$ cat src/rtl/arb_pkg.sv
// arb_pkg: shared arbiter state encoding and parameter limits.
//   No ports; provides arb_state_t and ARB_MAX_BURST_LIMIT.
package arb_pkg;
   typedef enum logic [1:0] {IDLE, OWN0, OWN1} arb_state_t;
   localparam int ARB_MAX_BURST_LIMIT = 15;
endpackage

$ cat src/rtl/mux2.sv
// mux2: gate-level 2:1 multiplexer.
//   d0, d1 : data inputs
//   sel    : select, 0 picks d0
//   z      : selected data
module mux2 (
   input  logic d0,
   input  logic d1,
   input  logic sel,
   output logic z
);
   logic sel_n, a0, a1;
   not u_inv (sel_n, sel);
   and u_and0 (a0, d0, sel_n);
   and u_and1 (a1, d1, sel);
   or  u_or (z, a0, a1);
endmodule

$ cat src/rtl/mux2_arbiter.sv
// mux2_arbiter: round-robin two-requester owner of a mux2 select line with
// bounded bursts, one-cycle turnaround and a registered, flagged output.
//   clk, rst_n : clock, asynchronous active-low reset
//   req0, req1 : channel requests
//   d0, d1     : data bits routed through mux2
//   gnt0, gnt1 : registered grants
//   sel        : registered mux2 select
//   z_q, z_vld : registered mux2 output and its valid flag
module mux2_arbiter
   import arb_pkg::*;
#(
   parameter int MAX_BURST = 4
) (
   input  logic clk,
   input  logic rst_n,
   input  logic req0,
   input  logic req1,
   input  logic d0,
   input  logic d1,
   output logic gnt0,
   output logic gnt1,
   output logic sel,
   output logic z_q,
   output logic z_vld
);
   localparam int CW = $clog2(MAX_BURST + 1);
   arb_state_t state, state_nx;
   logic [CW-1:0] cnt;
   logic last, at_max, z;
   mux2 u_mux (.d0(d0), .d1(d1), .sel(sel), .z(z));
   assign at_max = (cnt == CW'(MAX_BURST));
   // A tie in IDLE goes to the side that did not own last; a full burst
   // only ends when the other side is actually waiting.
   always_comb begin
      state_nx = state;
      case (state)
         IDLE:    state_nx = (req0 && (!req1 || last)) ? OWN0 : req1 ? OWN1 : IDLE;
         OWN0:    state_nx = (!req0 || (at_max && req1)) ? IDLE : OWN0;
         OWN1:    state_nx = (!req1 || (at_max && req0)) ? IDLE : OWN1;
         default: state_nx = IDLE;
      endcase
   end
   always_ff @(posedge clk or negedge rst_n) begin
      if (!rst_n) begin
         state <= IDLE;
         gnt0  <= 1'b0;
         gnt1  <= 1'b0;
         sel   <= 1'b0;
         last  <= 1'b1;
         cnt   <= '0;
         z_q   <= 1'b0;
         z_vld <= 1'b0;
      end else begin
         state <= state_nx;
         gnt0  <= (state_nx == OWN0);
         gnt1  <= (state_nx == OWN1);
         sel   <= (state_nx == OWN1) ? 1'b1 : (state_nx == OWN0) ? 1'b0 : sel;
         last  <= (state_nx == OWN1) ? 1'b1 : (state_nx == OWN0) ? 1'b0 : last;
         // Owners only change through IDLE, so leaving IDLE marks a fresh burst.
         cnt   <= (state_nx == IDLE) ? '0 : (state == IDLE) ? CW'(1) : at_max ? cnt : cnt + 1'b1;
         z_q   <= z;
         z_vld <= gnt0 | gnt1;
      end
   end
endmodule

$ cat config.mk
export PLATFORM = sky130hd
export DESIGN_NAME = mux2_arbiter
export DESIGN_NICKNAME = d
export VERILOG_FILES = /design/src/rtl/arb_pkg.sv /design/src/rtl/mux2.sv /design/src/rtl/mux2_arbiter.sv
export SDC_FILE = /design/constraint.sdc
export NUM_CORES = 1
export LEC_CHECK = 0
export CORE_MARGIN = 2
export CORE_UTILIZATION = 40
export CTS_BUF_LIST = sky130_fd_sc_hd__clkbuf_8
export DETAILED_ROUTE_END_ITERATION = 16
export PLACE_DENSITY = 0.65
export SYNTH_ARGS = -nofsm -noshare
export SYNTH_HDL_FRONTEND = slang
export SYNTH_HIERARCHICAL = 1
export SYNTH_SLANG_ARGS = --single-unit
export TNS_END_PERCENT = 10
$ cat constraint.sdc
create_clock -name clk -period 3.6 [get_ports clk]
set_input_delay 0.72 -clock clk [delete_from_list [all_inputs] [get_ports clk]]
set_output_delay 0.72 -clock clk [all_outputs]
set_load 0.05 [all_outputs]
==> metrics <==
CP Data Arrival Time 1440 ps; Hold Crit Class flop to flop; Syn Area/Cell 11.2 um2; status finished clean; Die Width 40.7 um; num ports 11; CTS H-Tree Depth 1; Slew @ Worst Pin 492 ps; dominant cell by count in the synthesized netlist dfrtp_1; placed cells 73; Tmin final 2160 ps; largest net degree at the start of global routing 12; metal3 WL 47 um; Pleak 0.347 nW; HPWL after DPL 738 um; Synth cell types 22; via count 385; flops & latches, synth 11; Post-CTS Setup Inserts 0; DRT Wirelength 943 um; xor/xnor share of the synthesized area 0.0163; Max-cap violations 0; asr flop ratio synth 1.00; Worst Skew 2.09 ps; Fmax achieved 462 MHz; Core Footprint 0.00128 mm2; Setup TNS 0 ps; critical path's largest stage delay 820 ps; die extent in y 40.7 um; initial drt markers 13; CP bufs+invs 1; slowest CP cell clkdlybuf4s50_1; first-pass GRT wire length 1700 um; synthesized instance count 48; CTS tree yes; final setup vio count 0; Seq/Total Area, Yosys 0.514; clock-pin slew on the worst setup and hold paths 50 ps; Root Driver clkbuf_8; clk_lat worst skew 240 ps; reg-to-reg slack, setup 1660 ps; CTS Buf Count 3; Filler cells 118; Met1 Wirelength 449 um; Slew Viols, Final 0; r2r startpoint cnt[0]; post-synth net total 60; critical path fanouts, max 3; Setup crit end kind output pin; crit path kind flop to output pin; Adder-Cell Fraction of Synth Area 0.140; hold depth 1; synth cell count leaders dfrtp_1 (10), ha_1 (6), inv_1 (6); Hold WS 467 ps; delay-heaviest family, CP buffers and inverters; crit share post-route 0.601; yosys warns 6; Worst slew margin 0.671; mux share of post-synthesis cell area 0.0465; Post-route DRC 0; Via-to-Cell Ratio 5.00; Std-Cell Rows 13; number of global-route vias before repair 414; number of synthesized flops with an enable pin 0; hold buffers post-CTS 0; CTS max path bufs 2; Initial Utilization 0.419; Reg-to-Reg End cnt[0]; layout cells sized above 1 0.0968; Post-Synth Simple-Gate Area 0.149; Worst VDD drop 0.352 mV; crit-path cells clkdlybuf4s50_1; unrepaired setup endpoints after global routing no; max layer used met4; Top FF cell, synth dfrtp_1; DRT Pass-1 Iters 3; nets 75; wire per inst 12.2 um; Post-Syn Area 538 um2; Synth area leader dfrtp_1; Hold EP z_vld; antenna violations before repair 0; clk sinks 11; Synth Area in Compound Gates 0.0930; top-area cell type share of the netlist area 0.465; Post-Layout Cell Count 77; worst setup path startpoint sel; Total GRT Usage 0.171; Met2 Wirelength 431 um; top cells by area, synth dfrtp_1 (47%), ha_1 (14%), dfstp_2 (4.9%); Detail Route Antenna Nets 0; Post-CTS Resized 0; PwrDens 719 mW/mm2; r2r worst-path depth 9; Worst Hold Launch gnt0; Die Area 0.00165 mm2; largest family of logic cells by synthesized area simple AND/OR/NAND/NOR gates; GP Congestion 0.698; Final Util 0.546; Diodes inserted 0; endpoints failing hold 0; Layout area overhead 30.5%; type of origin of the critical path flop; Congestion Overflow GR 0; CP required 2880 ps; PortBufs 10
==> stage by stage <==
step           worst slack (ps)  power (mW)  cell area (um2)
2_1_floorplan              1830       0.323              538
3_3_place_gp               1360       0.385              657
3_5_place_dp               1310       0.388              657
4_1_cts                    1430       0.511              702
5_1_grt                    1410       0.543              702
6_report                   1440       0.504              702
==> sequential cells by signal, summed over array words and instances, names as in the netlist <==
| register | count |
|---|---|
| state | 2 |
| last | 1 |
| z_q | 1 |
| sel | 1 |
| gnt1 | 1 |
| cnt | 3 |
| gnt0 | 1 |
| z_vld | 1 |
==> cells in the final DEF (no fill, tap or decap), drive strengths merged, types with 2 or more instances in the layout <==
cell and n:
ha 6, dfrtp 10, nand2 3, clkbuf 3, nor2 2, inv 7, and3b 2, clkdlybuf4s50 10
nand3b 2, o21ai 4
==> area by class of cell <==
type,instances,area [um2],share of cell area
clock buffers,3,41.3,0.0588
clock inverters,1,3.75,0.00535
inverters,6,22.5,0.0321
multi-input cells,31,239,0.340
flip-flops and latches,11,277,0.394
well taps,15,18.8,0.0267
repair buffers,10,100,0.143
==> metal layers <==
metal / vias up / track usage
met2: 10 / 0.246
met4: 0 / 0.100
li1: 190 / -
met3: 3 / 0.0652
met5: - / 0
met1: 182 / 0.216
==> worst max path at each step <==
stage | depth (start not counted) | end
after floorplan | 9 | cnt[0]
after global placement | 7 | cnt[0]
after detailed placement | 7 | cnt[0]
after CTS | 1 | sel
after global routing | 1 | sel
final | 1 | sel
==> kinds of logic after synthesis <==
group	count (synthesis)
and+or+nand+nor	14
xor gates and xnor gates	1
muxes	2
DFF	11
AOI/OAI and AO/OA	8
buffers and inverters	6
adders and majority gates	6
==> power by group <==
part	switching [mW]	internal (mW)	total, mW	leakage, nW
sequential	0.0276	0.162	0.190	0.138
combinational	0.116	0.0786	0.195	0.182
clock	0.0455	0.0748	0.120	0.0269
total	0.189	0.315	0.504	0.347
(Power assumes the default switching activity.)
